### config.mk
export PLATFORM = sky130hd
export DESIGN_NAME = rr_arb3_ctrl
export DESIGN_NICKNAME = d
export VERILOG_FILES = /design/src/rtl/rr_arb3_ctrl.sv
export SDC_FILE = /design/constraint.sdc
export NUM_CORES = 1
export LEC_CHECK = 0
export ABC_AREA = 1
export BUFFER_PORTS_ARGS = -buffer_cell sky130_fd_sc_hd__clkbuf_2
export CORE_MARGIN = 2
export CORE_UTILIZATION = 45
export CTS_BUF_LIST = sky130_fd_sc_hd__clkbuf_8
export DETAILED_ROUTE_END_ITERATION = 8
export PLACE_DENSITY = 0.77
export SETUP_SLACK_MARGIN = 0.15
export SYNTH_ARGS = -nofsm -noshare
export SYNTH_HDL_FRONTEND = slang
export SYNTH_SLANG_ARGS = --single-unit
### constraint.sdc
create_clock -name CLK -period 1.6 [get_ports CLK]
set_input_delay 0.16 -clock CLK [delete_from_list [all_inputs] [get_ports CLK]]
set_output_delay 0.16 -clock CLK [all_outputs]
set_load 0.005 [all_outputs]
### src/rtl/rr_arb3_ctrl.sv
// Three-way round-robin arbiter with per-owner hold timeout.
// One dead GAP cycle always separates consecutive owners.
module rr_arb3_ctrl #(
  parameter int HOLD_MAX = 8
) (
  input  logic CLK,
  input  logic RSTB,
  input  logic REQ1,
  input  logic REQ2,
  input  logic REQ3,
  input  logic DONE,
  output logic GNT1,
  output logic GNT2,
  output logic GNT3,
  output logic IDLEN,
  output logic TOUT
);

  typedef enum logic [1:0] {
    IDLE  = 2'd0,
    GRANT = 2'd1,
    GAP   = 2'd2
  } state_e;

  localparam logic [7:0] HOLD_LAST  = (HOLD_MAX == 0) ? 8'd0 : 8'(HOLD_MAX - 1);
  localparam logic       TIMEOUT_EN = (HOLD_MAX != 0);

  state_e      state_q, state_d;
  logic [2:0]  gnt_q, gnt_d;
  logic [1:0]  last_q, last_d;
  logic [7:0]  cnt_q, cnt_d;
  logic        tout_q, tout_d;

  logic [2:0]  req_vec;
  logic [2:0]  winner;
  logic [1:0]  owner_idx;
  logic        owner_req;
  logic        timeout;

  // Search order starts just after the last owner and ends on it.
  function automatic logic [2:0] pick_winner(input logic [1:0] last, input logic [2:0] req);
    logic [2:0] win;
    win = 3'b000;
    case (last)
      2'd1: begin
        if (req[1])      win = 3'b010;
        else if (req[2]) win = 3'b100;
        else if (req[0]) win = 3'b001;
      end
      2'd2: begin
        if (req[2])      win = 3'b100;
        else if (req[0]) win = 3'b001;
        else if (req[1]) win = 3'b010;
      end
      default: begin
        if (req[0])      win = 3'b001;
        else if (req[1]) win = 3'b010;
        else if (req[2]) win = 3'b100;
      end
    endcase
    return win;
  endfunction

  assign req_vec   = {REQ3, REQ2, REQ1};
  assign winner    = pick_winner(last_q, req_vec);
  assign owner_idx = gnt_q[2] ? 2'd3 : (gnt_q[1] ? 2'd2 : 2'd1);
  assign owner_req = |(gnt_q & req_vec);
  assign timeout   = TIMEOUT_EN && (cnt_q == HOLD_LAST);

  always_comb begin
    state_d = state_q;
    gnt_d   = gnt_q;
    last_d  = last_q;
    cnt_d   = cnt_q;
    tout_d  = 1'b0;
    case (state_q)
      IDLE, GAP: begin
        gnt_d = winner;
        if (|winner) begin
          state_d = GRANT;
          cnt_d   = 8'd0;
        end else begin
          state_d = IDLE;
        end
      end
      GRANT: begin
        cnt_d = (cnt_q == 8'hFF) ? cnt_q : cnt_q + 8'd1;
        // DONE wins over a simultaneous timeout, so TOUT flags pure timeouts only.
        if (DONE || !owner_req || timeout) begin
          gnt_d   = 3'b000;
          last_d  = owner_idx;
          state_d = GAP;
          tout_d  = timeout && !DONE && owner_req;
        end
      end
      default: begin
        state_d = IDLE;
        gnt_d   = 3'b000;
      end
    endcase
  end

  always_ff @(posedge CLK or negedge RSTB) begin
    if (!RSTB) begin
      state_q <= IDLE;
      gnt_q   <= 3'b000;
      last_q  <= 2'd3;
      cnt_q   <= 8'd0;
      tout_q  <= 1'b0;
    end else begin
      state_q <= state_d;
      gnt_q   <= gnt_d;
      last_q  <= last_d;
      cnt_q   <= cnt_d;
      tout_q  <= tout_d;
    end
  end

  assign GNT1  = gnt_q[0];
  assign GNT2  = gnt_q[1];
  assign GNT3  = gnt_q[2];
  assign IDLEN = ~(|gnt_q);
  assign TOUT  = tout_q;

endmodule
Yosys cells after proc, flatten, opt, wreduce, memory -nomap -nowiden
Cells that the tools add are included.
{"block": "op_classes", "mux": 22, "bitwise_logic": 2, "n_eq_ne": 9, "n_addsub": 1, "n_reduce_logical": 14}
{"cell": "2-to-1 mux 3 bit", "count": 7}
{"cell": "2-to-1 mux 8 bit", "count": 2}
{"cell": "case mux 8 bit (2 select lines)", "count": 1}
{"cell": "case mux 3 bit (2 select lines)", "count": 2}
{"cell": "2-to-1 mux 2 bit", "count": 5}
{"cell": "OR reduction 3 bit", "count": 3}
{"cell": "adder 8 x 1 -> 8 bit (second input constant)", "count": 1}
{"cell": "== test 8 x 3 -> 1 bit (second input constant)", "count": 1}
{"cell": "== test 8 bit (second input constant)", "count": 1}
{"cell": "!= test 2 bit (second input constant)", "count": 3}
{"cell": "== test 2 x 1 -> 1 bit (second input constant)", "count": 2}
{"cell": "== test 2 bit (second input constant)", "count": 2}
{"cell": "2-to-1 mux 1 bit", "count": 4}
{"cell": "case mux 2 bit (2 select lines)", "count": 1}
{"cell": "bitwise AND 3 bit", "count": 1}
{"cell": "AND reduction 3 bit", "count": 1}
{"cell": "logical AND 1 bit", "count": 2}
{"cell": "logical NOT 1 bit", "count": 2}
{"cell": "logical NOT 2 bit", "count": 1}
{"cell": "logical OR 1 bit", "count": 2}
{"cell": "AND reduction 2 bit", "count": 1}
{"cell": "nonzero test 2 bit", "count": 1}
{"cell": "OR reduction 2 bit", "count": 1}
{"cell": "NOT 1 bit", "count": 1}
{"block": "totals", "reg_bits": 16, "word_cells": 53, "in_bits": 6, "out_inout_bits": 5}

Longest topological paths before layout
Gate-level depths: netlist (run 1).
{"block": "depth", "ltp_word": 7, "ltp_mapped": 11, "mapped_depth_nobuf": 11}

Worst setup path after synthesis (run 1)
No wires, ideal clock.
{"block": "synth_timing", "path_type": "register to register", "from": "register last_q[0]", "to": "register cnt_q[4]", "path_slack_ns": 0.041, "synth_period_minus_slack_ns": 1.559, "n_path_buf": 0, "arrival_ns": 1.494, "setup_time_ns": 0.065, "stages_incl_launch_ff": 11, "required_time_ns": 1.535, "path_cell_list": "dfstp_2 -> inv_1 -> ha_1 -> inv_1 -> nand2_1 -> nand3_1 -> nand2_1 -> nand2_1 -> nor2_4 -> nand3_1 -> nand2_1"}
{"block": "synth_between", "elab_chain_cells": 5, "elab_cells_between_ends": 6, "cone_classes": "3 x eq/ne; 1 x mux; 2 x reduce/logical"}
{"item": "from (decl)", "line": "30", "source": "logic [1:0] last_q, last_d;"}
{"item": "from (signal assigned)", "line": "113", "source": "last_q <= last_d;"}
{"item": "== test 2 bit / == test 2 x 1 -> 1 bit (equally long branches)", "line": "44", "source": "case (last)"}
{"item": "case mux 3 bit (2 select lines) *", "line": "44"}
{"item": "OR reduction 3 bit *", "line": "79", "source": "if (|winner) begin"}
{"item": "!= test 2 bit (no line) *"}
{"item": "AND reduction 3 bit (no line) *"}
{"item": "to (signal assigned)", "line": "114", "source": "cnt_q <= cnt_d;"}
{"item": "to (decl)", "line": "31", "source": "logic [7:0] cnt_q, cnt_d;"}
Every way passes the cells marked *; elsewhere a longest branch is shown, timed or not.
A chain may end at the register's enable or synchronous reset.

Worst setup path after layout (run 1)
Same ends and word-level chain as after synthesis.

==> flow_summary_export.csv, run 1 <==
group,metric,value,unit
placed_design,hpwl,1550,um
clock_tree,htreeDepth,1,
layout,mostFrequentLayoutCell,"nand2_1",
yosys,synth_top_area_share,35.2,%
yosys,ys.flop_type,"dfrtp_1",
timing,grt_setup_unrepaired,"true",
yosys,yosys.cell_types.count,24,
floorplan,num_rows,17,
layout,nets,164,
layout,final_cell_mix,"36 x nand2_1, 15 x nand3_1, 14 x dfrtp_1",
worst_setup_path,critPathLaunchType,"register",
yosys,syn-num-nets,143,
layout,final-instance-count-excl-fill,182,
global_routing,antenna_found_initial,0,
yosys,async_flop_share,100,%
yosys,yosysSeqAreaShare,40.5,%
drt,drtPass1Iterations,4,
run,cap_violations,0,
global_routing,grt_pass1_vias,879,
yosys,syn_avg_cell_area,7.42,sq um
layout,syn2layout_area_growth,26.7,%
drt,vias,931,
min_path,hp-class,"in2reg",
clock_tree,path_clk_slew,0.06,ns
yosys,yosys.area.top_type,"dfrtp_1",
drt,wl_per_cell,12.0,um
timing,final_max_slew_viol_count,0,
global_routing,grt.busiest_layer,"met2",
floorplan,core-area,2150,sq um
floorplan,start_util,46.3,%
floorplan,die_h,51.0,um
layout,drive_gt1_share,39.0,%
clock_tree,cts_tree,"done",
timing,finalHoldViolations,0,
floorplan,die_area,2600,sq um
floorplan,io_pins,11,
clock_tree,cts_max_path_buffers,2,
global_routing,use_met3,5.26,%
timing,timing.final.crit_share,101,%
timing,tns,-0.0143,ns
clock_tree,clk_latency,0.25,ns
worst_setup_path,crit_arrival,1.80,ns
timing,max-slew-margin-rel,73.5,%
pwr,irDropWorstVdd,949,uV
drt,via_per_inst,5.12,
placed_design,dp.cells,173,
yosys,ys.warnings.count,0,
status,violations,"setup timing",
status,status,"complete, but fails checks",
clock_tree,cts-root-buf,"clkbuf_8",
global_routing,grt_use_met1,22.5,%
timing,fmax,619,MHz
global_routing,met2_usage,31.2,%
drt,ant_nets,0,
clock_tree,clock-sinks,16,
yosys,synth_edf_count,0,
drt,routed_wl,2190,um
clock_tree,cts_made_buffers,3,
yosys,synth-seq-cells,16,
layout,diodes,0,
placed_design,place.gp.congestion,0.784,
yosys,synth_cells,134,
floorplan,die_w,51.0,um
placed_design,port_buffers,10,
drt,drc,0,
worst_setup_path,crit_type,"reg2reg",
timing,tightest_slew,0.398,ns
yosys,synth_area_leaders,"dfrtp_1 35%, nand2_1 16%, nand3_1 11%, dfstp_2 5.3%, inv_1 4.2%",
worst_setup_path,crit_required,1.79,ns
yosys,netlist_area,995,sq um
global_routing,grt_first_pass_wirelength,3640,um
pwr,leakagePower,0.637,nW
global_routing,grtUsageTotal,18.9,%
timing,worst_slack,-0.0143,ns
global_routing,grt_max_degree,17,
timing,setup_viol,1,
timing,clock-skew-final,0.000816,ns
worst_setup_path,end_kind,"register",
global_routing,grt_overflow_total,0,
pwr,p_total,2.10,mW
timing,min_period,1.61,ns
drt,drt-initial-drc-count,23,
worst_setup_path,cp_max_fo,5,
pwr,power_density,1660,nW/um^2
-- registers in the layout (all words and copies together) (netlist names) --
| signal | flops |
|---|---|
| cnt_q | 8 |
| gnt_q | 3 |
| state_q | 2 |
| last_q | 2 |
| TOUT | 1 |
-- kinds of logic after synthesis --
logic type	synth area share [%]
AO/OA/AOI/OAI	3.40
flip-flops	40.5
AND/OR/NAND/NOR	43.6
buffers and inverters	8.68
adder cells (fa/ha/maj)	3.77
-- final cells by class --
type                            count  area, sq um
Clock buffer                        4         55.1
Fill cell                         187          888
Inverter                           20         77.6
Multi-Input combinational cell     98          592
Sequential cell                    16          403
Tap cell                           28         35.0
Timing Repair Buffer               16         97.6
-- layer usage --
layer | vias to the layer above | routed length [um]
met1 | 433 | 938
met3 | 7 | 140
met5 | - | 0
met2 | 28 | 1060
li1 | 463 | -
met4 | 0 | 44
-- critical path: stages (launching register included) --
cell and delay, ns:
dfstp_2 0.54, inv_2 0.04, ha_4 0.28, inv_4 0.04, nand2_2 0.05, nand3_2 0.08, nand2_4 0.10, nand2_4 0.07
nor2_4 0.18, nand3_2 0.10, nand2_1 0.08
-- cells in the mapped netlist (2+ instances only) --
cell and n:
dfrtp_1 14, dfstp_2 2, ha_1 3, inv_1 11
inv_2 8, nand2_1 42, nand2_2 3, nand3_1 21
nand4_1 2, nor2_1 8, nor2_2 2, nor2_4 2
o21ai_0 2, o21ai_1 3, or2_2 2
-- repair_timing --
item | in CTS | in global routing
setup buffers | 2 | 1
pin swaps | 6 | 3
endpoints found under the setup margin | 9 | 12
resized for setup | 9 | 8
hold buffers | 1 | 0
hold endpoints to repair | 14 | 0
cloned | 1 | 0
-- where the power goes --
part           total (mW)  internal (mW)  leakage, nW  switching [mW]
Clock               0.352          0.218       0.0288           0.133
Combinational        1.10          0.439        0.398           0.662
Sequential          0.645          0.529        0.210           0.115
Total                2.10           1.19        0.637           0.910
-- per-stage QoR --
stage	cell area (sq um)	hold WS (ns)	util (%)	setup slack (ns)
global route	1260	0.267	58.6	-0.0883
floorplan	1010	-0.136	-	0.0977
finish	1260	0.252	58.6	-0.0143
detailed placement	1100	0.107	51.3	-0.0818
global placement	1100	0.102	51.3	-0.00461
CTS	1220	0.247	57.0	0.00218
-- final timing paths --
| check | from | endpoint | slack (ns) | cells past startpoint |
|---|---|---|---|---|
| max | last_q[0] | cnt_q[4] | -0.01 | 10 |
| min | DONE | TOUT | 0.25 | 4 |
| max reg2reg | last_q[0] | cnt_q[4] | -0.01 | 10 |
| min reg2reg | cnt_q[3] | cnt_q[3] | 0.53 | 2 |
| max in group asynchronous | RSTB | last_q[0] | 0.90 | 2 |
| min in group asynchronous | RSTB | gnt_q[1] | 0.39 | 2 |
Note: power is estimated with default switching activity, not from simulation.
==> run 2: changes to the inputs <==
--- a/config.mk
+++ b/config.mk
@@ -11,7 +11,7 @@
 export CORE_UTILIZATION = 45
 export CTS_BUF_LIST = sky130_fd_sc_hd__clkbuf_8
 export DETAILED_ROUTE_END_ITERATION = 8
-export PLACE_DENSITY = 0.77
+export PLACE_DENSITY = 0.65
 export SETUP_SLACK_MARGIN = 0.15
 export SYNTH_ARGS = -nofsm -noshare
 export SYNTH_HDL_FRONTEND = slang
==> flow_summary_export.csv, run 2 (synthesized netlist as in run 1, its figures left out) <==
group,metric,value,unit
status,status,"complete, but fails checks",
status,violations,"setup timing",
clock_tree,cts-root-buf,"clkbuf_8",
timing,tightest_slew,0.421,ns
worst_setup_path,path_buf_inv,2,
layout,nets,165,
global_routing,antenna_found_initial,0,
placed_design,dp_slack,-0.0236,ns
layout,diodes,0,
placed_design,place.gp.congestion,0.832,
timing,worst_slack,-0.0161,ns
clock_tree,cts_tree,"done",
timing,timing.final.crit_share,101,%
layout,mostFrequentLayoutCell,"nand2_1",
timing,tns,-0.0350,ns
timing,fmax,619,MHz
drt,vias,926,
timing,min_period,1.62,ns
worst_setup_path,crit_slowest_cell,"dfstp_2",
clock_tree,cts_max_path_buffers,2,
layout,syn2layout_area_growth,29.7,%
drt,ant_nets,0,
layout,drive_gt1_share,41.9,%
placed_design,port_buffers,10,
drt,routed_wl,2290,um
floorplan,die_h,51.0,um
placed_design,place_area,1110,sq um
floorplan,die_w,51.0,um
layout,reg_top3,"cnt_q x8, gnt_q x3",
clock_tree,path_clk_slew,0.07,ns
placed_design,dp.cells,174,
layout,fin_util,60.0,%
drt,via_per_inst,5.06,
pwr,leakagePower,0.645,nW
min_path,hp-class,"in2reg",
pwr,power_density,1700,nW/um^2
timing,holdWs,0.242,ns
layout,largest_register_ffs,8,
global_routing,grt_max_degree,17,
global_routing,grtUsageTotal,20.0,%
worst_setup_path,critical_path.max_stage_delay,0.53,ns
clock_tree,clk_latency,0.25,ns
pwr,irDropWorstVdd,913,uV
clock_tree,htreeDepth,1,
global_routing,grt_pass1_vias,919,
clock_tree,cts_made_buffers,3,
timing,clock-skew-final,0.00122,ns
worst_setup_path,cp_max_fo,5,
layout,final_cell_mix,"33 x nand2_1, 16 x nand3_1, 14 x dfrtp_1",
floorplan,start_util,46.3,%
drt,drtPass1Iterations,4,
layout,finalInstanceArea,1290,sq um
global_routing,grt_overflow_total,0,
timing,finalHoldViolations,0,
pwr,p_total,2.20,mW
floorplan,num_rows,17,
run,cap_violations,0,
drt,drc,0,
drt,drt-initial-drc-count,26,
drt,wl_per_cell,12.5,um
timing,setup_viol,3,
worst_setup_path,critPathLaunchType,"register",
worst_setup_path,crit_type,"reg2reg",
floorplan,core-area,2150,sq um
placed_design,hpwl,1550,um
layout,final-instance-count-excl-fill,183,
worst_setup_path,crit_required,1.79,ns
floorplan,io_pins,11,
timing,max-slew-margin-rel,71.9,%
worst_setup_path,worstPathCellList,"inv_2, ha_4, inv_4, nand2_1, nand2_1, nand2_2, nand2_4, nor2_4, nand3_1, nand2_1",
timing,grt_setup_unrepaired,"true",
global_routing,grt_first_pass_wirelength,3850,um
worst_setup_path,crit_arrival,1.81,ns
worst_setup_path,crit_family,"simple AND/OR/NAND/NOR gates",
floorplan,die_area,2600,sq um
clock_tree,clock-sinks,16,
layout,top_register,"cnt_q",
worst_setup_path,crit_path_frequent_cell,"nand2_1",
timing,final_max_slew_viol_count,0,
worst_setup_path,end_kind,"register",
## run 2: path summary, 6_finish.rpt
check	cells after the start	start	slack (ns)	end
worst min register to register	2	last_q[1]	0.50	last_q[1]
worst max register to register	10	last_q[0]	-0.02	cnt_q[3]
worst min-delay path	4	DONE	0.24	TOUT
worst max-delay path	10	last_q[0]	-0.02	cnt_q[3]
max in group asynchronous	2	RSTB	0.90	last_q[0]
min in group asynchronous	2	RSTB	0.37	gnt_q[2]
## run 2: worst reg2reg max path, stage by stage, from the launching register on
cell	delay, ns
dfstp_2	0.53
inv_2	0.04
ha_4	0.28
inv_4	0.04
nand2_1	0.05
nand2_1	0.06
nand2_2	0.10
nand2_4	0.08
nor2_4	0.20
nand3_1	0.09
nand2_1	0.07
## run 2: layer usage
metal	vias to the layer above	global-route usage (%)	part of all wire (%)
li1	464	-	-
met1	434	23.7	44
met2	20	34.2	51
met3	8	4.09	2.8
met4	0	9.46	2.1
met5	-	0	0
## run 2: area by class of cell
class                      instances  area, sq um
clock buffer                       4         55.1
multi-input combinational         98          611
tap                               28         35.0
sequential                        16          403
inverter                          20         77.6
timing repair buffer              17          109
fill                             190          858
## run 2: what timing repair did
action                                  4_1_cts  5_1_grt
hold endpoints to repair                     14        0
setup buffers                                 1        2
hold buffers                                  1        0
cloned                                        1        0
gates resized for setup                      10       13
pin swaps                                     7        6
endpoints found under the setup margin        9       13
## run 2: power breakdown
group          total, mW  internal, mW  switching [mW]
registers          0.637         0.529           0.109
logic               1.19         0.485           0.705
clock network      0.370         0.219           0.151
total               2.20          1.23           0.965
==> run 3: changes to the inputs <==
--- a/config.mk
+++ b/config.mk
@@ -16,3 +16,4 @@
 export SYNTH_ARGS = -nofsm -noshare
 export SYNTH_HDL_FRONTEND = slang
 export SYNTH_SLANG_ARGS = --single-unit
+export TNS_END_PERCENT = 50
==> flow_summary_export.csv, run 3 (synthesized netlist as in run 1, its figures left out) <==
group,metric,value,unit
status,status,"complete, but fails checks",
status,violations,"setup timing",
global_routing,grtUsageTotal,19.1,%
worst_setup_path,crit_type,"reg2reg",
placed_design,place_area,1110,sq um
timing,holdWs,0.250,ns
timing,timing.final.crit_share,103,%
timing,tightest_slew,0.406,ns
pwr,p_comb_share,55.2,%
layout,diodes,0,
timing,grt_setup_unrepaired,"true",
drt,drc,0,
run,cap_violations,0,
worst_setup_path,worst_r2r_path_depth,10,
drt,wl_per_cell,12.2,um
worst_setup_path,crit_arrival,1.83,ns
clock_tree,clk_latency,0.24,ns
worst_setup_path,crit_end,"cnt_q[4]",
global_routing,grt_overflow_total,0,
floorplan,die_w,51.0,um
layout,reg_top3,"cnt_q x8, gnt_q x3",
timing,min_period,1.64,ns
layout,mostFrequentLayoutCell,"nand2_1",
layout,top_register,"cnt_q",
clock_tree,cts-root-buf,"clkbuf_8",
global_routing,grt_max_degree,17,
pwr,power_switching,933,uW
global_routing,antenna_found_initial,0,
worst_setup_path,end_kind,"register",
clock_tree,cts_tree,"done",
floorplan,core-area,2150,sq um
timing,clock-skew-final,0.00159,ns
pwr,irDropWorstVdd,851,uV
drt,drt-initial-drc-count,22,
pwr,p_total,2.12,mW
pwr,swShare,44.1,%
timing,fmax,609,MHz
pwr,clkPwrFrac,14.4,%
timing,tns,-0.153,ns
timing,finalHoldViolations,0,
layout,drive_gt1_share,39.0,%
layout,syn2layout_area_growth,28.6,%
layout,finalInstanceArea,1280,sq um
clock_tree,cts_made_buffers,3,
placed_design,hpwl,1580,um
timing,setup_viol,6,
clock_tree,path_clk_slew,0.06,ns
worst_setup_path,r2r-start,"last_q[0]",
drt,vias,921,
clock_tree,htreeDepth,1,
clock_tree,cts_max_path_buffers,2,
placed_design,dp_slack,-0.0272,ns
pwr,pwr-share-seq,30.5,%
pwr,power_density,1650,nW/um^2
timing,worst_slack,-0.0430,ns
drt,ant_nets,0,
timing,final_max_slew_viol_count,0,
layout,nets,164,
pwr,intPower,1.18,mW
drt,via_per_inst,5.06,
placed_design,port_buffers,10,
placed_design,place.gp.congestion,0.832,
layout,final_cell_mix,"34 x nand2_1, 17 x nand3_1, 14 x dfrtp_1",
layout,largest_register_ffs,8,
global_routing,grt_pass1_vias,912,
worst_setup_path,critPathLaunchType,"register",
global_routing,grt_first_pass_wirelength,3690,um
worst_setup_path,worstReg2RegEnd,"cnt_q[4]",
floorplan,io_pins,11,
floorplan,start_util,46.3,%
floorplan,die_h,51.0,um
min_path,hp-class,"in2reg",
min_path,hold_path_depth,4,
drt,routed_wl,2230,um
pwr,leakagePower,0.639,nW
worst_setup_path,startpoint,"last_q[0]",
worst_setup_path,ff2ff_setup_slack,-0.04,ns
timing,max-slew-margin-rel,72.9,%
floorplan,num_rows,17,
worst_setup_path,crit_required,1.79,ns
drt,drtPass1Iterations,4,
worst_setup_path,cp_max_fo,5,
clock_tree,clock-sinks,16,
floorplan,die_area,2600,sq um
==> run 3: power groups by stage <==
stage               logic [mW]  registers, mW  clock network (mW)
floorplan                0.681          0.634                   0
global placement         0.873          0.639                   0
detailed placement       0.900          0.643                   0
CTS                       1.04          0.637               0.316
global route              1.29          0.659               0.335
finish                    1.17          0.645               0.304
==> run 3: layout make-up <==
type                            count  area (sq um)
Fill cell                         191           870
Multi-Input combinational cell     98           604
Sequential cell                    16           403
Timing Repair Buffer               16           114
Inverter                           20          77.6
Clock buffer                        3          41.3
Tap cell                           28          35.0
Clock inverter                      1          3.75
==> run 3: worst min path at each step <==
| stage | startpoint | to | slack (ns) |
|---|---|---|---|
| after global routing | DONE | TOUT | 0.28 |
| after global placement | RSTB | gnt_q[2] | 0.11 |
| after floorplan | RSTB | TOUT | -0.14 |
| after detailed placement | RSTB | TOUT | 0.11 |
| final | DONE | TOUT | 0.25 |
| after CTS | DONE | TOUT | 0.24 |
==> run 3: repair_timing <==
item / in CTS / in global routing
hold buffers: 1 / 0
gates resized for setup: 6 / 14
pin swaps: 7 / 9
cloned: 1 / 0
setup buffers: 1 / 1
setup endpoints to repair: 9 / 12
hold endpoints to repair: 14 / 0
==> run 3: metal layers <==
metal,wire length [um],vias to the layer above,global-route usage (%)
met5,0,-,0
met4,35,0,10.8
met3,82,5,3.51
met2,1120,20,30.7
met1,985,434,24.0
li1,-,462,-
==> run 3: per-stage QoR <==
| stage | cells | util, % |
|---|---|---|
| after floorplan | 134 | - |
| after CTS | 181 | 56.8 |
| after global placement | 174 | 51.6 |
| after global routing | 182 | 59.5 |
| final | 182 | 59.5 |
| after detailed placement | 174 | 51.6 |
==> run 3: worst max-delay path, cell delays in order (launching register included) <==
cell and delay, ns:
dfstp_2 0.54, inv_2 0.04, ha_4 0.28, inv_4 0.04, nand2_1 0.06, nand3_2 0.08, nand2_2 0.10, nand2_4 0.07
nor2_4 0.19, nand3_2 0.10, nand2_2 0.08
